`src/rtl/scan_loader_pkg.sv`:
```
// Shared definitions for the scan-chain program loader: state encoding and
// default geometry, kept in step with memory_bank's MEM_SIZE.
package scan_loader_pkg;

   localparam int SL_DATA_WIDTH  = 8;   // bits per memory cell / transferred byte
   localparam int SL_CHAIN_BYTES = 32;  // cells in the scan chain (memory_bank MEM_SIZE)
   localparam int SL_CNT_WIDTH   = 6;   // byte counter width, 2**SL_CNT_WIDTH > SL_CHAIN_BYTES

   typedef enum logic [1:0] {
      ST_IDLE  = 2'd0,
      ST_LOAD  = 2'd1,
      ST_SHIFT = 2'd2,
      ST_DONE  = 2'd3
   } state_t;

endpackage

```
`src/rtl/scan_loader.sv`:
```
// Serial program loader for memory_bank's scan chain. Each accepted byte is
// shifted MSB-first into the chain while the bit emerging from scan_out is
// captured into the same shift register, so a load also dumps the old image.
module scan_loader
   import scan_loader_pkg::*;
#(
   parameter int DATA_WIDTH  = SL_DATA_WIDTH,
   parameter int CHAIN_BYTES = SL_CHAIN_BYTES,
   parameter int CNT_WIDTH   = SL_CNT_WIDTH
) (
   input  logic                  clk,
   input  logic                  rst,          // asynchronous, active low
   input  logic                  start,
   input  logic                  abort,
   input  logic [DATA_WIDTH-1:0] byte_in,
   input  logic                  byte_valid,
   output logic                  byte_ready,
   output logic                  scan_enable,
   output logic                  scan_in,
   input  logic                  scan_out_in,
   output logic [DATA_WIDTH-1:0] byte_out,
   output logic                  byte_out_valid,
   output logic                  busy,
   output logic                  done
);

   localparam int BIT_W = (DATA_WIDTH > 1) ? $clog2(DATA_WIDTH) : 1;
   localparam logic [BIT_W-1:0]     LAST_BIT  = BIT_W'(DATA_WIDTH - 1);
   localparam logic [CNT_WIDTH-1:0] LAST_BYTE = CNT_WIDTH'(CHAIN_BYTES - 1);

   state_t                state_q;
   logic [DATA_WIDTH-1:0] shreg_q;
   logic [DATA_WIDTH-1:0] shreg_d;
   logic [BIT_W-1:0]      bit_cnt_q;
   logic [CNT_WIDTH-1:0]  byte_cnt_q;
   logic [DATA_WIDTH-1:0] byte_out_q;
   logic                  byte_out_valid_q;
   logic                  done_q;

   // Next shift-register value: outgoing MSB leaves, chain's scan_out enters at the LSB
   always_comb begin
      shreg_d = {shreg_q[DATA_WIDTH-2:0], scan_out_in};
   end

   // Control FSM with counters, shift register and registered pulse outputs
   always_ff @(posedge clk or negedge rst) begin
      if (!rst) begin
         state_q          <= ST_IDLE;
         shreg_q          <= '0;
         bit_cnt_q        <= '0;
         byte_cnt_q       <= '0;
         byte_out_q       <= '0;
         byte_out_valid_q <= 1'b0;
         done_q           <= 1'b0;
      end else begin
         byte_out_valid_q <= 1'b0;
         done_q           <= 1'b0;
         if (abort) begin
            // abort beats start, handshakes and the last-bit pulses alike
            state_q <= ST_IDLE;
         end else begin
            case (state_q)
               ST_IDLE: begin
                  if (start) begin
                     byte_cnt_q <= '0;
                     state_q    <= ST_LOAD;
                  end
               end
               ST_LOAD: begin
                  if (byte_valid) begin
                     shreg_q   <= byte_in;
                     bit_cnt_q <= '0;
                     state_q   <= ST_SHIFT;
                  end
               end
               ST_SHIFT: begin
                  shreg_q <= shreg_d;
                  if (bit_cnt_q == LAST_BIT) begin
                     // the captured byte includes this edge's scan_out bit
                     bit_cnt_q        <= '0;
                     byte_out_q       <= shreg_d;
                     byte_out_valid_q <= 1'b1;
                     if (byte_cnt_q == LAST_BYTE) begin
                        done_q  <= 1'b1;
                        state_q <= ST_DONE;
                     end else begin
                        byte_cnt_q <= byte_cnt_q + 1'b1;
                        state_q    <= ST_LOAD;
                     end
                  end else begin
                     bit_cnt_q <= bit_cnt_q + 1'b1;
                  end
               end
               ST_DONE: begin
                  state_q <= ST_IDLE;
               end
               default: begin
                  state_q <= ST_IDLE;
               end
            endcase
         end
      end
   end

   // Chain-side strobes decode straight from the state register so an async reset drops them at once
   always_comb begin
      byte_ready  = (state_q == ST_LOAD);
      scan_enable = (state_q == ST_SHIFT);
      scan_in     = shreg_q[DATA_WIDTH-1];
      busy        = (state_q != ST_IDLE);
   end

   assign byte_out       = byte_out_q;
   assign byte_out_valid = byte_out_valid_q;
   assign done           = done_q;

endmodule

```
`config.mk`:
```
export PLATFORM = sky130hd
export DESIGN_NAME = scan_loader
export DESIGN_NICKNAME = d
export VERILOG_FILES = /design/src/rtl/scan_loader_pkg.sv /design/src/rtl/scan_loader.sv
export SDC_FILE = /design/constraint.sdc
export NUM_CORES = 1
export LEC_CHECK = 0
export CAP_MARGIN = 0
export CORE_MARGIN = 2
export CORE_UTILIZATION = 50
export DETAILED_ROUTE_END_ITERATION = 16
export MAX_ROUTING_LAYER = met4
export PLACE_DENSITY_LB_ADDON = 0.15
export SLEW_MARGIN = 20
export SYNTH_ARGS = -nofsm -noshare
export SYNTH_HDL_FRONTEND = slang
export SYNTH_SLANG_ARGS = --single-unit
export TNS_END_PERCENT = 50
```
`constraint.sdc`:
```
create_clock -name clk -period 2.4 [get_ports clk]
set_input_delay 0.24 -clock clk [delete_from_list [all_inputs] [get_ports clk]]
set_output_delay 0.24 -clock clk [all_outputs]
set_load 0.005 [all_outputs]
```
-- After elaboration in Yosys (flattened, before gate mapping)
Cells that the tools add are included.
- word-level logic and storage cells: 52
- input port bits: 14
- register bits after elaboration: 29
- output and inout bits: 14
- add/subtract/negate cells: 2
- reduce and logical (&&, ||, !) cells: 8
- mux-type cells: 22
- equality and inequality tests: 12
- bitwise operators: 1
- operators with widths (operator ; count):
    6-bit two-way mux ; 3
    8-bit one-hot mux with 2 select lines ; 1
    6-bit one-hot mux with 2 select lines ; 1
    2-bit two-way mux ; 5
    3-bit AND reduction ; 3
    8-bit two-way mux ; 1
    2-bit one-hot mux with 4 select lines ; 1
    1-bit two-way mux ; 7
    6-bit by 1-bit adder with 6-bit output (second input constant) ; 1
    6-bit by 5-bit equality test with 1-bit output (second input constant) ; 1
    3-bit two-way mux ; 2
    2-bit != test (second input constant) ; 3
    3-bit != test (second input constant) ; 2
    3-bit one-hot mux with 2 select lines ; 1
    2-bit nonzero test ; 3
    5-bit AND reduction ; 1
    2-bit equality test (second input constant) ; 2
    3-bit by 1-bit adder with 3-bit output (second input constant) ; 1
    3-bit equality test (second input constant) ; 1
    3-bit by 2-bit != test with 1-bit output (second input constant) ; 1
    2-bit by 1-bit equality test with 1-bit output (second input constant) ; 1
    2-bit zero test ; 1
    2-bit by 1-bit != test with 1-bit output (second input constant) ; 1
    1-bit NOT ; 1

-- Longest topological paths before layout
Gate-level depths: netlist of run 1.
- word-level depth: 5
- mapped depth: 7
- gate-level depth less buffers: 6

-- Least setup slack after synthesis of run 1
OpenSTA, ideal clock, no wires.
- kind: reg2reg
- start point: register state_q[0]
- end point: register byte_cnt_q[3]
- data required time: 2.276 ns
- buffers on the path: 1
- slack: 0.301 ns
- setup time: 0.124 ns
- clock period less this slack: 2.099 ns
- arrival time: 1.975 ns
- stages on the path, launching flop included: 8
- cell sequence: dfrtp_1 -> inv_1 -> ha_1 -> nor2b_4 -> or4_4 -> buf_6 -> or2_4 -> a211o_1
- word-level cells in the longest chain between the ends: 3
- elaborated cells between the ends (all ways): 8
- classes of those cells: eq/ne (4); mux (1); reduce/logical (3)
- RTL lines (item ; line ; text):
    start, declared ; scan_loader.sv:31 ; state_t state_q;
    start signal, assigned ; scan_loader.sv:48 ; state_q <= ST_IDLE;
    start signal, assigned ; scan_loader.sv:60 ; state_q <= ST_IDLE;
    start signal, assigned ; scan_loader.sv:66 ; state_q <= ST_LOAD;
    2-bit equality test * ; -- ;
    named net scan_enable ; scan_loader.sv:18 ; output logic scan_enable,
    2-bit != test (no source line), or another cell as far along ; -- ;
    5-bit AND reduction (no source line) ; -- ;
    end signal, assigned ; scan_loader.sv:87 ; byte_cnt_q <= byte_cnt_q + 1'b1;
    end, declared ; scan_loader.sv:35 ; logic [CNT_WIDTH-1:0] byte_cnt_q;
Mark *: on every way through the listed nets, which the timed path passes. The rest lies on a longest branch.
A chain may end at the register's enable or synchronous reset.

-- Worst setup path after layout of run 1
- start point: register state_q[0]
- end point: register byte_cnt_q[3]
- word-level cells in the longest chain between the ends: 3
- elaborated cells between the ends (all ways): 8
- classes of those cells: eq/ne (4); mux (1); reduce/logical (3)
- RTL lines (item ; line ; text):
    2-bit equality test / 2-bit zero test (equally long branches) ; scan_loader.sv:62 ; case (state_q)
    2-bit != test (no source line), or another cell as far along ; -- ;
    5-bit AND reduction (no source line) ; -- ;
Several ways; a longest one is shown, not always the timed one.

==> impl_metrics.ini, run 1 <==
[die]
initial_core_util_pct = 51.66
die_area_mm2 = 0.003239
core_area_mm2 = 0.002710
fp.dieH_um = 56.92
rows = 19
die_w_um = 56.92
num_io_pins = 28

[synth]
synth_top_area_share_pct = 51.83
yosys.cell_types.count = 32
synth_area_leader_cell = dfrtp_1
yosysSeqAreaShare_pct = 51.83
synth-seq-cells = 29
netlist_area_mm2 = 0.001400
avgSynthCellArea_um2 = 9.723
syn-num-nets = 165
ys_top_cells_by_area = dfrtp_1, nand2_1, ha_1
yosysWarnings = 0
synth_cells = 144

[cts]
ctsResizeCount = 0
cts_made_buffers = 5
clk_latency_ns = 0.33
cts.sinks = 29
cts_tree = yes
clockBufferDepth = 2
cts_max_level = 2
post_cts_buffers = 0
cts-hold-fix-buffers = 0
root_buffer = clkbuf_4
clkTransAtPathRegs_ns = 0.10

[grt]
track_usage_pct = 20.63
grt_antenna_before_repair = 0
grt-ovfl-total = 0
grt_pass1_vias = 1136
grt_max_degree = 30
grt_pass1_wl_um = 4830

[detailed_routing]
route.vias.total = 1131
drt-initial-drc-count = 41
finalWirelength_um = 2788
first_pass_iters = 4
viasPerCell = 5.411
wire_per_inst_um = 13.34
ant_nets = 0
route.detailed.drc = 0

[pwr]
ir_worst_vdd_mv = 0.6589
finalPower_mw = 1.621
p_leak_nw = 0.8105
p_per_area_mw_per_mm2 = 899.3

[timing]
relSlewSlack_pct = 68.94
hold_viol = 0
rsz0062_at_grt = no
worst_pin_slew_ns = 0.4649
setup_viol_count_final = 0
timing.final.ws_setup_ns = 0.2502
timing.final.crit_share_pct = 89.57
skew_ns = 0.006580
maxSlewViolCount = 0
setup-tns-final_ns = 0
fin_crit_ns = 2.150
clock.fmax_mhz = 465.2

[setup_path]
slowest_stage = or4_4
slowest_delay_ns = 0.56
path_max_fanout = 8
start_kind = flip-flop
crit_path_cell_trace = inv_1, ha_1, nor2b_4, or4_4, or2_4, a211o_1
cp.required_ns = 2.62
worstPathArrival_ns = 2.37
rr_worst_depth = 6
path_class = flip-flop to flip-flop
cp-end-kind = flip-flop

[layout]
fill_cells = 225
final_cell_mix = dfrtp_1, nand2_1, clkdlybuf4s50_1, nor2_1, a21oi_1
final_common_cell = dfrtp_1
layout-area-overhead-vs-synth_pct = 28.78
nets = 198
layout-drive-gt1-share_pct = 8.427
n_antenna_cell = 0

[place]
place.gp.congestion = 0.8252
portBuffers = 27
post-place-ws_ns = 0.2715
hpwl_um = 1980

[hold_path]
hold_class = primary input to async pin

[job]
maxCapViolCount = 0

[run_status]
status = finished clean
## cells by family (layout without fill, tap and decap cells)
logic type | after synthesis | count (layout) | synth area share (%)
AND/OR/NAND/NOR | 62 | 62 | 21.72
flip-flops | 29 | 29 | 51.83
AO/OA/AOI/OAI | 25 | 25 | 10.46
buffers and inverters | 13 | 47 | 4.021
multiplexers | 8 | 8 | 5.720
adder cells (fa/ha/maj) | 7 | 7 | 6.255
## stage by stage
| stage | cell area [µm²] | util, % | hold WS [ns] | instances |
|---|---|---|---|---|
| after floorplan | 1400 | - | -0.05559 | 144 |
| after global placement | 1718 | 63.39 | 0.4576 | 201 |
| after detailed placement | 1718 | 63.39 | 0.4629 | 201 |
| after CTS | 1803 | 66.53 | 0.2847 | 209 |
| after global routing | 1803 | 66.53 | 0.3048 | 209 |
| final | 1803 | 66.53 | 0.2790 | 209 |
## cell usage after synthesis
cell,number
ha_1,7
a21oi_1,9
nor3_1,2
or3_1,2
nor2b_4,1
a22o_1,1
nand4_1,1
a211o_1,1
nand2b_1,3
nor3b_1,2
nor2_1,11
o211ai_1,2
a211oi_1,1
or2_4,1
or4_4,1
nand3b_1,1
buf_6,1
and3_1,1
o21ai_1,2
o21ai_0,7
o21a_1,1
clkinv_1,1
nor4b_1,1
inv_1,7
mux2i_1,8
buf_1,1
nand3_1,6
nand2_1,27
nor2b_1,2
clkbuf_1,3
o22a_1,1
dfrtp_1,29
## state kept, by name, summed over array words and instances (netlist names)
name	flops
bit_cnt_q	3
byte_cnt_q	6
done	1
state_q	2
shreg_q	8
byte_out	8
byte_out_valid	1
## path summary, 6_finish.rpt
check                            startpoint            end  slack (ns)
worst max-delay path             state_q[0]  byte_cnt_q[3]        0.25
worst min-delay path                    rst  byte_cnt_q[3]        0.28
worst max register to register   state_q[0]  byte_cnt_q[3]        0.25
worst min register to register  byte_out[5]    byte_out[5]        0.48
max in group asynchronous               rst    byte_out[4]        1.86
min in group clk                scan_out_in    byte_out[0]        0.48
## report_power, final
| part | total [mW] | internal [mW] | switching [mW] |
|---|---|---|---|
| combinational | 0.530 | 0.265 | 0.265 |
| clock | 0.422 | 0.249 | 0.173 |
| sequential | 0.669 | 0.592 | 0.0771 |
| total | 1.62 | 1.11 | 0.516 |
## critical path: cells and delay by family, from the launching register on
family	cells	cell delay, ns
adders and majority gates	1	0.28
buffers and inverters	1	0.11
AOI/OAI and AO/OA	1	0.29
and+or+nand+nor	3	1.01
DFF	1	0.36
## area by class of cell
type / instances / area (µm²) / area share, %
Timing Repair Buffer: 31 / 300.3 / 16.66
Clock buffer: 7 / 55.05 / 3.053
Sequential cell: 29 / 725.7 / 40.25
Inverter: 8 / 30.03 / 1.666
Tap cell: 31 / 38.79 / 2.151
Clock inverter: 1 / 30.03 / 1.666
Multi-Input combinational cell: 102 / 623.1 / 34.56
## per-layer routing
metal / GRT usage (%) / routed length, µm / vias to the layer above
li1: - / - / 552
met1: 22.60 / 1194 / 528
met2: 32.84 / 1342 / 39
met3: 7.373 / 142 / 12
met4: 10.63 / 108 / 0
met5: - / 0 / -
Note: power is estimated with default switching activity, not from simulation.
==> run 2: changes to the inputs <==
Settings changed: SKIP_CTS_REPAIR_TIMING from default to 1.
==> results of run 2 <==
The final DEF is identical to that of run 1; final timing and power are the same.
==> run 3: changes to the inputs <==
Settings changed: CORE_MARGIN 2 to default.
==> impl_metrics.ini, run 3 (same netlist as run 1, synthesis figures left out) <==
[run_status]
status = finished clean

[timing]
relSlewSlack_pct = 70.26
timing.final.crit_share_pct = 88.29
fin_crit_ns = 2.119
maxSlewViolCount = 0
rsz0062_at_grt = no
worst_pin_slew_ns = 0.4451
setup_viol_count_final = 0
skew_ns = 0.005459
holdWs_ns = 0.2938
hold_viol = 0
setup-tns-final_ns = 0
clock.fmax_mhz = 471.9

[pwr]
p_leak_nw = 0.8117
p_per_area_mw_per_mm2 = 859.1
ir_worst_vdd_mv = 0.6398

[cts]
cts.sinks = 29
root_buffer = clkbuf_4
clockBufferDepth = 2
clkTransAtPathRegs_ns = 0.09
cts_tree = yes
cts_max_level = 2
clk_latency_ns = 0.32
cts_made_buffers = 5

[setup_path]
start_kind = flip-flop
startpoint = state_q[0]
path_class = flip-flop to output port
rr_worst_depth = 6
cp.required_ns = 2.16
r2r_start = state_q[0]
r2r_slack_ns = 0.29
path_max_fanout = 15
r2r-end = byte_cnt_q[3]
cp-end-kind = output port
worstPathArrival_ns = 1.88
crit_end = scan_enable

[place]
hpwl_um = 1981
place.gp.congestion = 0.8040
dp_cells = 201
portBuffers = 27
post_dp_cell_area_mm2 = 0.001724

[detailed_routing]
route.detailed.drc = 0
route.vias.total = 1098
drt-initial-drc-count = 19
viasPerCell = 5.254
finalWirelength_um = 2726
first_pass_iters = 4
wire_per_inst_um = 13.04
ant_nets = 0

[grt]
grt_antenna_before_repair = 0
track_usage_pct = 22.35
grt_pass1_wl_um = 4429
grt_max_degree = 30
grt-ovfl-total = 0
grt_pass1_vias = 1026

[layout]
layout.cells.non_filler = 209
final_common_cell = dfrtp_1
layout-area-overhead-vs-synth_pct = 28.15
nets = 199
n_antenna_cell = 0
layout-drive-gt1-share_pct = 9.497
final_area_mm2 = 0.001794
final_cell_mix = dfrtp_1, nand2_1, clkdlybuf4s50_1, nor2_1, a21oi_1

[die]
initial_core_util_pct = 54.53
fp.dieH_um = 54.92
rows = 18
num_io_pins = 28
core_area_mm2 = 0.002567
die_area_mm2 = 0.003016
die_w_um = 54.92

[hold_path]
hold_class = primary input to async pin

[job]
maxCapViolCount = 0
[run 3: worst max-delay path, cell delays in order (launching register included)]
cell             delay [ns]
dfrtp_1                0.39
inv_1                  0.14
ha_1                   0.25
buf_4                  0.25
clkdlybuf4s50_1        0.53
[run 3: metrics by stage]
stage          total power, mW  utilization (%)  setup WS [ns]
4_1_cts                  1.558            69.88         0.2693
2_1_floorplan            1.018                -         0.3014
6_report                 1.541            69.88         0.2809
3_3_place_gp             1.184            67.15         0.3593
5_1_grt                  1.664            69.88         0.1854
3_5_place_dp             1.215            67.15         0.2956
[run 3: layout make-up]
class	count	area, µm²
fillers	204	773.2
flip-flops and latches	29	725.7
multi-input cells	102	623.1
repair buffers	32	307.8
clock buffers	7	65.06
well taps	30	37.54
inverters	8	30.03
clock inverters	1	5.005
[run 3: where the power goes]
| group | internal (mW) | leakage (nW) | switching (mW) |
|---|---|---|---|
| registers | 0.592 | 0.378 | 0.0745 |
| logic | 0.271 | 0.392 | 0.268 |
| clock network | 0.170 | 0.0413 | 0.165 |
| total | 1.03 | 0.812 | 0.508 |
[run 3: worst min path at each step]
stage	cells after the start	to	slack [ns]	start
4_1_cts	2	byte_out[7]	0.29	rst
6_report	2	byte_cnt_q[0]	0.29	rst
3_3_place_gp	2	byte_out[0]	0.46	byte_out[0]
5_1_grt	2	shreg_q[5]	0.31	rst
2_1_floorplan	0	bit_cnt_q[0]	-0.06	rst
3_5_place_dp	2	byte_out[4]	0.46	byte_out[4]
[run 3: metal layers]
layer | share of wire (%) | up-vias | GRT usage, %
met3 | 4.4 | 5 | 8.197
met4 | 1.1 | 0 | 8.750
met2 | 51 | 26 | 36.35
li1 | - | 558 | -
met5 | 0 | - | -
met1 | 43 | 509 | 24.91
